File: config.mk
export PLATFORM = sky130hd
export DESIGN_NAME = uart_tx_arbiter
export DESIGN_NICKNAME = d
export VERILOG_FILES = /design/src/rtl/uart_arb_pkg.sv /design/src/rtl/tx_watchdog.sv /design/src/rtl/uart_tx_arbiter.sv
export SDC_FILE = /design/constraint.sdc
export NUM_CORES = 1
export LEC_CHECK = 0
export CORE_UTILIZATION = 48
export CTS_CLUSTER_DIAMETER = 120
export DETAILED_ROUTE_END_ITERATION = 8
export PLACE_DENSITY = 0.78
export SLEW_MARGIN = 20
export SYNTH_ARGS = -nofsm -noshare
export SYNTH_HDL_FRONTEND = slang
export SYNTH_SLANG_ARGS = --single-unit
File: constraint.sdc
create_clock -name clk -period 1.7 [get_ports clk]
set_clock_uncertainty 0.2 [all_clocks]
set_input_delay 0.425 -clock clk [delete_from_list [all_inputs] [get_ports clk]]
set_output_delay 0.425 -clock clk [all_outputs]
set_load 0.03 [all_outputs]
File: src/rtl/uart_arb_pkg.sv
// Shared types and constants for the UART transmit arbiter slice.
package uart_arb_pkg;

    typedef enum logic {
        ST_IDLE = 1'b0,
        ST_SEND = 1'b1
    } arb_state_t;

    localparam int unsigned REQ_KBD             = 0;
    localparam int unsigned REQ_ECHO            = 1;
    localparam int unsigned DEFAULT_TIMEOUT_CYC = 65535;
    localparam int unsigned WDOG_W              = 16;

endpackage

File: src/rtl/tx_watchdog.sv
// Cycle counter for one transmit; raises a registered expire flag while the
// count sits at TIMEOUT_CYC-1.
module tx_watchdog
    import uart_arb_pkg::*;
#(
    parameter int unsigned TIMEOUT_CYC = DEFAULT_TIMEOUT_CYC
) (
    input  logic clk,
    input  logic reset,
    input  logic clear,
    input  logic enable,
    output logic expire
);

    // expire is set on the same edge that moves count onto TIMEOUT_CYC-1
    localparam logic [WDOG_W-1:0] PRE_EXPIRE = WDOG_W'(TIMEOUT_CYC - 2);

    logic [WDOG_W-1:0] count;

    always_ff @(posedge clk or negedge reset) begin
        if (!reset) begin
            count  <= '0;
            expire <= 1'b0;
        end else if (clear) begin
            count  <= '0;
            expire <= 1'b0;
        end else if (enable) begin
            count  <= count + WDOG_W'(1);
            expire <= (count == PRE_EXPIRE);
        end else begin
            expire <= 1'b0;
        end
    end

endmodule

File: src/rtl/uart_tx_arbiter.sv
// Round-robin arbiter sharing one UART transmitter between the keyboard
// scan-code buffer (requester 0) and the rx echo buffer (requester 1).
module uart_tx_arbiter
    import uart_arb_pkg::*;
#(
    parameter int unsigned TIMEOUT_CYC = DEFAULT_TIMEOUT_CYC
) (
    input  logic       clk,
    input  logic       reset,
    input  logic [1:0] req_flag,
    input  logic [7:0] req_data0,
    input  logic [7:0] req_data1,
    output logic [1:0] req_clr,
    output logic       tx_start,
    output logic [7:0] tx_din,
    input  logic       tx_done_tick,
    output logic [1:0] grant,
    output logic       busy,
    output logic       err_tick
);

    arb_state_t state, state_nxt;
    logic       last, last_nxt;
    logic       pick;
    logic       grant_edge;
    logic       in_send;
    logic       wdog_expire;

    logic [1:0] req_clr_nxt;
    logic       tx_start_nxt;
    logic [7:0] tx_din_nxt;
    logic [1:0] grant_nxt;
    logic       busy_nxt;
    logic       err_tick_nxt;

    assign in_send    = (state == ST_SEND);
    assign grant_edge = (state == ST_IDLE) && (req_flag != 2'b00);

    // With both flags up the requester not served last time wins.
    always_comb begin
        if (req_flag == 2'b11)
            pick = ~last;
        else
            pick = req_flag[REQ_ECHO];
    end

    tx_watchdog #(
        .TIMEOUT_CYC(TIMEOUT_CYC)
    ) u_wdog (
        .clk   (clk),
        .reset (reset),
        .clear (grant_edge),
        .enable(in_send),
        .expire(wdog_expire)
    );

    always_ff @(posedge clk or negedge reset) begin
        if (!reset) begin
            state    <= ST_IDLE;
            last     <= 1'b1;
            req_clr  <= '0;
            tx_start <= 1'b0;
            tx_din   <= '0;
            grant    <= '0;
            busy     <= 1'b0;
            err_tick <= 1'b0;
        end else begin
            state    <= state_nxt;
            last     <= last_nxt;
            req_clr  <= req_clr_nxt;
            tx_start <= tx_start_nxt;
            tx_din   <= tx_din_nxt;
            grant    <= grant_nxt;
            busy     <= busy_nxt;
            err_tick <= err_tick_nxt;
        end
    end

    always_comb begin
        state_nxt = state;
        case (state)
            ST_IDLE: if (req_flag != 2'b00) state_nxt = ST_SEND;
            ST_SEND: if (tx_done_tick || wdog_expire) state_nxt = ST_IDLE;
            default: state_nxt = ST_IDLE;
        endcase
    end

    always_comb begin
        last_nxt     = last;
        req_clr_nxt  = '0;
        tx_start_nxt = 1'b0;
        tx_din_nxt   = tx_din;
        grant_nxt    = grant;
        busy_nxt     = busy;
        err_tick_nxt = 1'b0;
        case (state)
            ST_IDLE: begin
                if (req_flag != 2'b00) begin
                    tx_din_nxt   = pick ? req_data1 : req_data0;
                    tx_start_nxt = 1'b1;
                    req_clr_nxt  = pick ? 2'b10 : 2'b01;
                    grant_nxt    = pick ? 2'b10 : 2'b01;
                    last_nxt     = pick;
                    busy_nxt     = 1'b1;
                end
            end
            ST_SEND: begin
                // completion takes priority over a coincident watchdog expiry
                if (tx_done_tick) begin
                    grant_nxt = '0;
                    busy_nxt  = 1'b0;
                end else if (wdog_expire) begin
                    err_tick_nxt = 1'b1;
                    grant_nxt    = '0;
                    busy_nxt     = 1'b0;
                end
            end
            default: ;
        endcase
    end

endmodule

# Word level (Yosys, flattened, before mapping)
# Cells that the tools add are included.
# op_classes
add_sub_neg,1
n_eq_ne,4
muxes,24
bitwise,2
n_reduce_logical,6
# op_table
op,count
16-bit two-way mux,2
16-bit by 1-bit adder with 16-bit output (second input constant),1
16-bit equality test (second input constant),1
1-bit two-way mux,12
2-bit two-way mux,6
8-bit two-way mux,1
1-bit one-hot mux with 2 select lines,2
2-bit one-hot mux with 2 select lines,1
2-bit AND reduction,2
2-bit nonzero test,2
3-bit by 2-bit inequality test with 1-bit output (second input constant),1
2-bit equality test (second input constant),1
2-bit by 1-bit inequality test with 1-bit output (second input constant),1
1-bit NOT,2
1-bit logical AND,1
1-bit logical OR,1
# word_totals
register_bits,34
output_inout_bits,15
wordCells,47

# Longest topological paths before layout
# Gate-level depths: netlist (run 1).
# logic_depth
depth_word,5
ltp_mapped,6
mapped_depth_nobuf,5

# Cells and area by module
# From an unflattened synthesis (run 1), not the netlist that was laid out.
# hier_totals
hier_cells,150
hier_area_um2,1564.0
# modules_own_cells
module,instances,cells_each,area_each_um2,seq_area_each_um2
tx_watchdog,1,89,880.8,425.4
uart_tx_arbiter,1,61,683.2,426.7

# Worst setup path after synthesis (run 1)
# OpenSTA, ideal clock, no wires.
# synth_timing
kind,reg2reg
from,"reg state, in the netlist in_send"
to,reg tx_din[2]
setup_ps,127
arrival_ps,1170
t_required_ps,1373
slack_ps,203
path_stages_with_launch,7
path_buffers,2
synth_period_minus_slack_ps,1497
cell_sequence,dfrtp_1 -> buf_6 -> clkinv_2 -> o21ai_2 -> buf_4 -> a222oi_1 -> inv_1
# synth_between
elab_chain_len,2
# synth_lines
item,line_no,text
from (decl),uart_tx_arbiter.sv:22,"arb_state_t state, state_nxt;"
from (signal assigned),uart_tx_arbiter.sv:68,state <= state_nxt;
1-bit NOT (no source line),n/a,
2-bit AND reduction (no source line),n/a,
to (signal assigned),uart_tx_arbiter.sv:72,tx_din <= tx_din_nxt;
to (decl),uart_tx_arbiter.sv:15,"output logic [7:0] tx_din,"
# Every way passes these cells.
# A chain may end at the register's enable or synchronous reset.

# Worst setup path after layout (run 1)
# layout_timing
from,reg tx_din[2]
to,out tx_din[2]
# No word-level cell between the ends.

==> results of run 1 <==
-- per-stage QoR --
stage | utilization | instances | worst slack (ns) | setup TNS (ns)
3_5_place_dp | 0.674 | 202 | -0.427 | -8.95
5_1_grt | 0.700 | 211 | 0.00110 | 0
4_1_cts | 0.704 | 210 | -0.0404 | -0.0404
2_1_floorplan | - | 131 | 0.203 | 0
6_report | 0.700 | 211 | 0.0464 | 0
3_3_place_gp | 0.674 | 202 | -0.332 | -7.35
-- power groups by stage --
stage	clock, W	combinational [W]	sequential [W]
2_1_floorplan	0	0.000287	0.00132
6_report	0.000456	0.000862	0.00112
3_5_place_dp	0	0.000912	0.00112
3_3_place_gp	0	0.000874	0.00112
5_1_grt	0.000508	0.000916	0.00114
4_1_cts	0.000473	0.000883	0.00112
-- cell usage after synthesis, drive strengths merged --
master and count:
a211oi 1, a21o 3, a222oi 8, and2 1, and3 1, buf 5
clkinv 1, dfrtp 33, dfstp 1, ha 2, inv 11, mux2i 10
nand2 20, nand3 8, nand4 6, nor2 5, nor3 1, nor3b 1
nor4 1, o211a 1, o211ai 2, o21ai 4, o31ai 3, or3b 1
xor2 1
-- state kept, by name (all words and copies together), names as in the netlist --
| signal | count |
|---|---|
| busy | 1 |
| last | 1 |
| grant | 2 |
| tx_din | 8 |
| u_wdog.count | 16 |
| tx_start | 1 |
| in_send | 1 |
| u_wdog.expire | 1 |
| err_tick | 1 |
| req_clr | 2 |
-- logic make-up (layout without fill, tap and decap cells) --
kind of cell	Yosys count	after routing
AND/OR/NAND/NOR	45	45
flip-flops	34	34
multiplexers	10	10
XOR/XNOR	1	1
AO/OA/AOI/OAI	22	23
adder cells (fa/ha/maj)	2	2
buffers and inverters	17	65
-- layer usage --
| layer | GRT usage | wire length [µm] |
|---|---|---|
| met2 | 0.375 | 1580 |
| met3 | 0.0804 | 195 |
| met4 | 0.0918 | 74 |
| met5 | 0 | 0 |
| met1 | 0.232 | 1330 |
-- timing repair --
| item | CTS | global route |
|---|---|---|
| hold endpoints to repair | 0 | 0 |
| pin swaps | 1 | 1 |
| endpoints found under the setup margin | 28 | 11 |
| gates resized for setup | 44 | 14 |
| cloned | 0 | 1 |
-- area by class of cell --
type | count | share of cell area
clock buffers | 7 | 0.0276
well taps | 31 | 0.0194
multi-input cells | 81 | 0.289
repair buffers | 45 | 0.211
clock inverters | 1 | 0.00251
inverters | 12 | 0.0238
flip-flops and latches | 34 | 0.427
-- final timing paths --
path,start,endpoint,slack (ns),depth (start not counted)
max in group asynchronous,reset,last,0.81,2
max reg2reg,u_wdog.count[1],u_wdog.count[14],0.11,5
min,reset,u_wdog.expire,0.24,2
min reg2reg,u_wdog.count[14],u_wdog.count[14],0.28,1
max,tx_din[2],tx_din[2],0.05,1
min in group clk,u_wdog.count[14],u_wdog.count[14],0.28,1
==> results.cfg, run 1 <==
[critical_path]
start_kind = flop
crit_family = flip-flops
worstSetupPathType = flop to output pin
critPathCaptureType = output pin
crit_slowest_cell = dfrtp_1
cp.required_ns = 1.07
critPathMaxFanout = 2
timing.critical_path.buf_inv = 1
worst_ep_arrival_time_ns = 1.03
crit_path_cell_trace = clkdlybuf4s15_2
slowest_delay_ns = 0.40

[sta]
max_clock_freq_mhz = 605
setup_viol = 0
worst_slew_pin_slew_ns = 0.319
fin_crit_sh = 0.973
min_period_ns = 1.65
holdWs_ns = 0.240
hold_viol = 0
slew_headroom = 0.787
slew_violations = 0
rsz0062_at_grt = false

[die]
die_area_mm2 = 0.00332
std_cell_rows = 19
die_y_um = 57.7
start_util = 0.521
io_pins = 36
core_mm2 = 0.00285
die_w_um = 57.7

[layout]
layout_commonest_cell = dfrtp_1
diodes = 0
multi_input_area_um2 = 577
layout-drive-gt1-share = 0.244
final_nets = 202
fin_area_mm2 = 0.00200
register_area_um2 = 853
area_growth_pct = 34.3
fillers = 215
layout_common_cells = dfrtp_1, nand2_1, clkdlybuf4s50_1, inv_1, mux2i_1

[synthesis]
yosys_register_bits = 34
synth.cell_area_mm2 = 0.00149
synth_top_family_by_area = simple AND/OR/NAND/NOR gates
synthXorXnorAreaFrac = 0.00589
synth_top_area_frac = 0.556
synth_simple_gate_area_frac = 0.157
synthMuxAreaShare = 0.0673
ys.warnings.count = 0
yosys.area_share.adder = 0.0168
ys_seq_area_frac = 0.573
synth-compound-area-share = 0.122
synth.avg_cell_area_um2 = 11.3
synth.net_count = 154
yosysUniqueCellTypes = 30
netlist_top_cells_area = dfrtp_1, mux2i_1, a222oi_1
synth_area_leader_cell = dfrtp_1
synthCells = 131

[detailed_routing]
drtAntennaViolNets = 0
dr_total_vias = 1184
route.detailed.wl_per_inst_um = 15.1
drtPass1Iterations = 4
via_per_inst = 5.61
initialDrtViolationCount = 62
drc = 0
wl_mm = 3.18

[power_and_ir_drop]
seq_power_share = 0.460
p_int_w = 0.00153
swShare = 0.371
p_leak_nw = 0.981
powerDensity_mw_per_mm2 = 1220
p_clk_frac = 0.187
power.total_w = 0.00244
power.switching_w = 0.000906
p_comb_frac = 0.353
irDropWorstVdd_mv = 0.803

[global_routing]
grt_max_degree = 35
grt_usage = 0.214
grt_pass1_wl_mm = 5.21
grt-ovfl-total = 0
antenna_found_initial = 0
grt_pass1_vias = 1213

[cts]
ctsHoldBuffers = 0
numCtsBuffers = 5
clk_path_buf_depth = 2
cts_tree = built
clock_sinks = 34
root_buffer = clkbuf_4
clk_latency_ns = 0.34
h-tree-depth = 2
cts_setup_buffers = 0
clk_pin_slew_ns = 0.10

[place]
hpwl_mm = 2.33
io_buffers = 35
placed_area_mm2 = 0.00192
place.gp.congestion = 0.737

[status]
status = complete, no violations

[flow_run]
maxCapViolCount = 0

[hold_path]
hold_path_class = input port to asynchronous set/reset pin
Note: power is estimated with default switching activity, not from simulation.
==> run 2, diff against run 1 <==
- ABC_AREA: not set -> 1
- CORE_UTILIZATION: 48 -> 50
==> run 2 against run 1 <==
  * Critical path depth stayed put
  * Power is 0.62% higher
  * Maximum frequency is 0.18% higher
  * Final area is 13% higher
  * Register-to-register slack better by 0.04 ns
  * Critical endpoint is now tx_din[5]
  * Synthesized cell count is 63% higher
  * Global-route usage is 2.2 points higher
  * Worst hold slack worse by 0.17 ns
  * Die area is 11% higher
  * Count of clock-buffer cells in the layout stayed put
  * Non-clock buffer count stayed put
==> results.cfg, run 2 <==
[layout]
layout-drive-gt1-share = 0.193
area_growth_pct = 30.8
final_nets = 286
final_util = 0.713
layout_commonest_cell = nand2_1
regMostFlops = u_wdog.count
largest_reg_flops = 16
diodes = 0
top_regs = u_wdog.count x16, tx_din x8
layout_common_cells = nand2_1, dfrtp_1, nand3_1, inv_1, clkdlybuf4s50_1

[die]
io_pins = 36
std_cell_rows = 20
die_w_um = 60.6
start_util = 0.545
die_y_um = 60.6
die_area_mm2 = 0.00368
core_mm2 = 0.00315

[sta]
fin_tns_setup_ns = 0
slew_headroom = 0.733
fin_crit_sh = 0.971
slew_violations = 0
fin_ws_ns = 0.0494
setup_viol = 0
hold_viol = 0
min_period_ns = 1.65
worst_slew_pin_slew_ns = 0.401
max_clock_freq_mhz = 606
holdWs_ns = 0.0660
rsz0062_at_grt = false

[critical_path]
start_kind = flop
worst_ep_arrival_time_ns = 1.03
critPathCaptureType = output pin
crit_path_cell_trace = clkdlybuf4s15_2
worstSetupPathType = flop to output pin
cp.required_ns = 1.07
timing.critical_path.buf_inv = 1
crit_family = flip-flops
slowest_delay_ns = 0.40
critPathMaxFanout = 2
crit_slowest_cell = dfrtp_1

[synthesis]
netlist_top_cells_area = dfrtp_1, nand2_1, nand3_1
synth.cell_area_mm2 = 0.00172
synthArstFlopShare = 1.00
synth.net_count = 237
synth_area_leader_cell = dfrtp_1
synth.avg_cell_area_um2 = 8.03
ys.warnings.count = 0
yosysUniqueCellTypes = 23
synthTopCellsByCount = nand2_1, dfrtp_1, nand3_1
synth_flop_cell = dfrtp_1
synthCells = 214
synth_top_area_frac = 0.480
ys_seq_area_frac = 0.496
yosys_register_bits = 34
synth-edff-count = 0
yosysMostFrequentCell = nand2_1

[cts]
clk_latency_ns = 0.34
clk_pin_slew_ns = 0.10
numCtsBuffers = 5
cts_setup_buffers = 0
clock_sinks = 34
root_buffer = clkbuf_4
cts_tree = built
clk_path_buf_depth = 2
h-tree-depth = 2

[detailed_routing]
initialDrtViolationCount = 72
drc = 0
wl_mm = 3.64
via_per_inst = 4.84
drtPass1Iterations = 4
dr_total_vias = 1492
route.detailed.wl_per_inst_um = 11.8
drtAntennaViolNets = 0

[place]
place_ws_ns = -0.194
place.gp.congestion = 0.831
hpwl_mm = 2.82
io_buffers = 35

[global_routing]
grt_usage = 0.236
antenna_found_initial = 0
grt_pass1_wl_mm = 6.15
grt_max_degree = 12
grt-ovfl-total = 0
grt_pass1_vias = 1358

[status]
status = complete, no violations

[power_and_ir_drop]
powerDensity_mw_per_mm2 = 1090
p_leak_nw = 1.06
irDropWorstVdd_mv = 0.685

[hold_path]
hold_path_class = input port to asynchronous set/reset pin

[flow_run]
maxCapViolCount = 0
## run 2: cell count changes after synthesis, sizes merged, moves of 2 or more
cell	previous run	this run
a21oi	0	2
nand2	20	77
o211ai	2	0
o21ai	4	10
nand4	6	3
a222oi	8	0
inv	11	26
nand3	8	26
buf	5	3
mux2i	10	0
a21o	3	0
nor2	5	27
o31ai	3	0
## run 2: metal layers
| layer | vias up | GRT usage | wire [µm] |
|---|---|---|---|
| met2 | 29 | 0.345 | 1640 |
| met5 | - | 0 | 0 |
| met4 | 0 | 0.127 | 85 |
| li1 | 769 | - | - |
| met3 | 8 | 0.0512 | 146 |
| met1 | 686 | 0.327 | 1760 |
## run 2: cell type report
type | count | area (µm²)
Clock inverter | 1 | 5.00
Multi-Input combinational cell | 151 | 739
Tap cell | 44 | 55.1
Fill cell | 274 | 905
Inverter | 26 | 97.6
Sequential cell | 34 | 852
Timing Repair Buffer | 45 | 444
Clock buffer | 7 | 55.1
## run 2: power by group
group / internal (W) / switching [W] / total [W]
sequential: 0.000972 / 0.000115 / 0.00109
clock: 0.000200 / 0.000272 / 0.000472
combinational: 0.000363 / 0.000533 / 0.000896
## run 2: cells by family (layout without fill, tap and decap cells)
family,after synthesis,after routing,synth area share
AOI/OAI and AO/OA,14,14,0.0495
DFF,34,34,0.496
buffers and inverters,29,79,0.0742
and+or+nand+nor,135,135,0.366
adders and majority gates,2,2,0.0146
## run 2: timing repair
action | in CTS | in global routing
hold buffers | 0 | 0
endpoints found under the setup margin | 15 | 2
gates resized for setup | 43 | 2
## run 2: final timing paths
kind	startpoint	end	slack (ns)	cells after the start
hold / removal	reset	tx_din[0]	0.07	1
setup / recovery	tx_din[5]	tx_din[5]	0.05	1
hold reg to reg	last	last	0.28	2
max in group asynchronous	reset	last	0.76	2
min in group clk	last	last	0.28	2
setup reg to reg	in_send	tx_din[7]	0.15	6
## run 2: metrics by stage
stage / cells / power, W / instance area, µm²
floorplan: 214 / 0.00162 / 1720
CTS: 308 / 0.00249 / 2260
finish: 308 / 0.00246 / 2250
global route: 308 / 0.00260 / 2250
detailed placement: 300 / 0.00205 / 2180
global placement: 300 / 0.00203 / 2180
==> run 3, diff against run 2 <==
- CTS_CLUSTER_SIZE: not set -> 8
- SKIP_CTS_REPAIR_TIMING: not set -> 1
==> run 3 against run 2 <==
  * Worst setup slack improved by 0.026 ns
  * Maximum frequency increased by 1.6%
  * Worst hold slack improved by 0.0021 ns
  * Largest power group unchanged
  * Critical path depth did not move
  * Combinational power is 2.6% higher
  * Register-to-register slack about the same
==> results.cfg, run 3 (synthesis results as in run 2) <==
[power_and_ir_drop]
p_clk_frac = 0.190
swShare = 0.371
powerDensity_mw_per_mm2 = 1080
p_leak_nw = 1.24
p_comb_frac = 0.371
power.switching_w = 0.000917
p_int_w = 0.00156
seq_power_share = 0.438
irDropWorstVdd_mv = 0.686

[die]
std_cell_rows = 20
start_util = 0.545
core_mm2 = 0.00315
die_area_mm2 = 0.00368
die_y_um = 60.6
io_pins = 36
die_w_um = 60.6

[critical_path]
critPathMaxFanout = 2
crit_path_cell_trace = dlymetal6s2s_1
slowest_delay_ns = 0.36
crit_family = flip-flops
timing.critical_path.buf_inv = 1
worstSetupPathType = flop to output pin
worst_ep_arrival_time_ns = 1.00
crit_slowest_cell = dfrtp_1
reg2reg_slack_ns = 0.14
start_kind = flop
r2r_cells = 6
r2r-start = in_send
critPathCaptureType = output pin
cp.required_ns = 1.07
rr_endpoint = tx_din[7]

[cts]
root_buffer = clkbuf_4
cts_tree = built
clock_sinks = 34
clk_pin_slew_ns = 0.10
h-tree-depth = 2
clk_path_buf_depth = 2
clk_latency_ns = 0.34
numCtsBuffers = 5

[place]
hpwl_mm = 2.82
io_buffers = 35
place.gp.congestion = 0.831
dp_cells = 300
placed_area_mm2 = 0.00218

[detailed_routing]
route.detailed.wl_per_inst_um = 11.9
drtAntennaViolNets = 0
wl_mm = 3.68
dr_total_vias = 1488
drc = 0
drtPass1Iterations = 4
initialDrtViolationCount = 79
via_per_inst = 4.83

[layout]
fillers = 265
layout_commonest_cell = nand2_1
multi_input_area_um2 = 739
layout-drive-gt1-share = 0.136
fin_area_mm2 = 0.00228
layout_common_cells = nand2_1, dfrtp_1, nand3_1, inv_1, clkdlybuf4s50_1
fin_cells = 308
regMostFlops = u_wdog.count
top_regs = u_wdog.count x16, tx_din x8
diodes = 0
final_nets = 286
register_area_um2 = 852
area_growth_pct = 32.6
largest_reg_flops = 16

[sta]
worst_slew_pin_slew_ns = 0.405
min_period_ns = 1.62
fin_crit_sh = 0.956
holdWs_ns = 0.0681
max_clock_freq_mhz = 615
rsz0062_at_grt = false
slew_violations = 0
hold_viol = 0
slew_headroom = 0.730
setup_viol = 0

[global_routing]
grt-ovfl-total = 0
grt_pass1_wl_mm = 6.13
grt_usage = 0.235
antenna_found_initial = 0
grt_pass1_vias = 1345
grt_max_degree = 12

[flow_run]
maxCapViolCount = 0

[hold_path]
hold_path_class = input port to asynchronous set/reset pin

[status]
status = complete, no violations
-- run 3: cell count changes in the layout (fill, tap and decap cells not counted), sizes merged --
cell,delta
clkdlybuf4s15,-13
dlymetal6s2s,+15
clkbuf,-2
-- run 3: how the worst max path moves through the flow --
stage | from | endpoint | slack, ns | depth (start not counted)
6_report | tx_din[5] | tx_din[5] | 0.08 | 1
5_1_grt | tx_din[2] | tx_din[2] | 0.02 | 1
4_1_cts | tx_din[5] | tx_din[5] | -0.33 | 1
3_5_place_dp | req_flag[1] | tx_din[7] | -0.19 | 6
3_3_place_gp | req_flag[1] | tx_din[0] | -0.17 | 6
2_1_floorplan | u_wdog.count[0] | u_wdog.count[14] | 0.37 | 6
-- run 3: cell type report --
cell class | count | share of cell area
Timing Repair Buffer | 45 | 0.209
Inverter | 26 | 0.0428
Clock inverter | 1 | 0.00220
Clock buffer | 7 | 0.0241
Multi-Input combinational cell | 151 | 0.324
Sequential cell | 34 | 0.374
Tap cell | 44 | 0.0241
-- run 3: through the flow --
stage,util,setup slack (ns),TNS [ns],power (W)
detailed placement,0.692,-0.194,-3.37,0.00205
global route,0.723,0.0198,0,0.00262
CTS,0.711,-0.334,-4.68,0.00253
global placement,0.692,-0.169,-2.85,0.00203
finish,0.723,0.0752,0,0.00247
floorplan,-,0.370,0,0.00162
-- run 3: power groups by stage --
stage          sequential (W)  combinational [W]  clock [W]
2_1_floorplan         0.00131           0.000308          0
3_3_place_gp          0.00110           0.000932          0
3_5_place_dp          0.00110           0.000947          0
4_1_cts               0.00109           0.000948   0.000491
5_1_grt               0.00111           0.000991   0.000522
6_report              0.00108           0.000919   0.000471
-- run 3: per-layer routing --
metal,track usage,wire length [µm],share of wire,vias up
met3,0.0512,148,0.040,8
met1,0.332,1780,0.49,683
met5,0,0,0,-
li1,-,-,-,770
met4,0.127,85,0.023,0
met2,0.338,1660,0.45,27
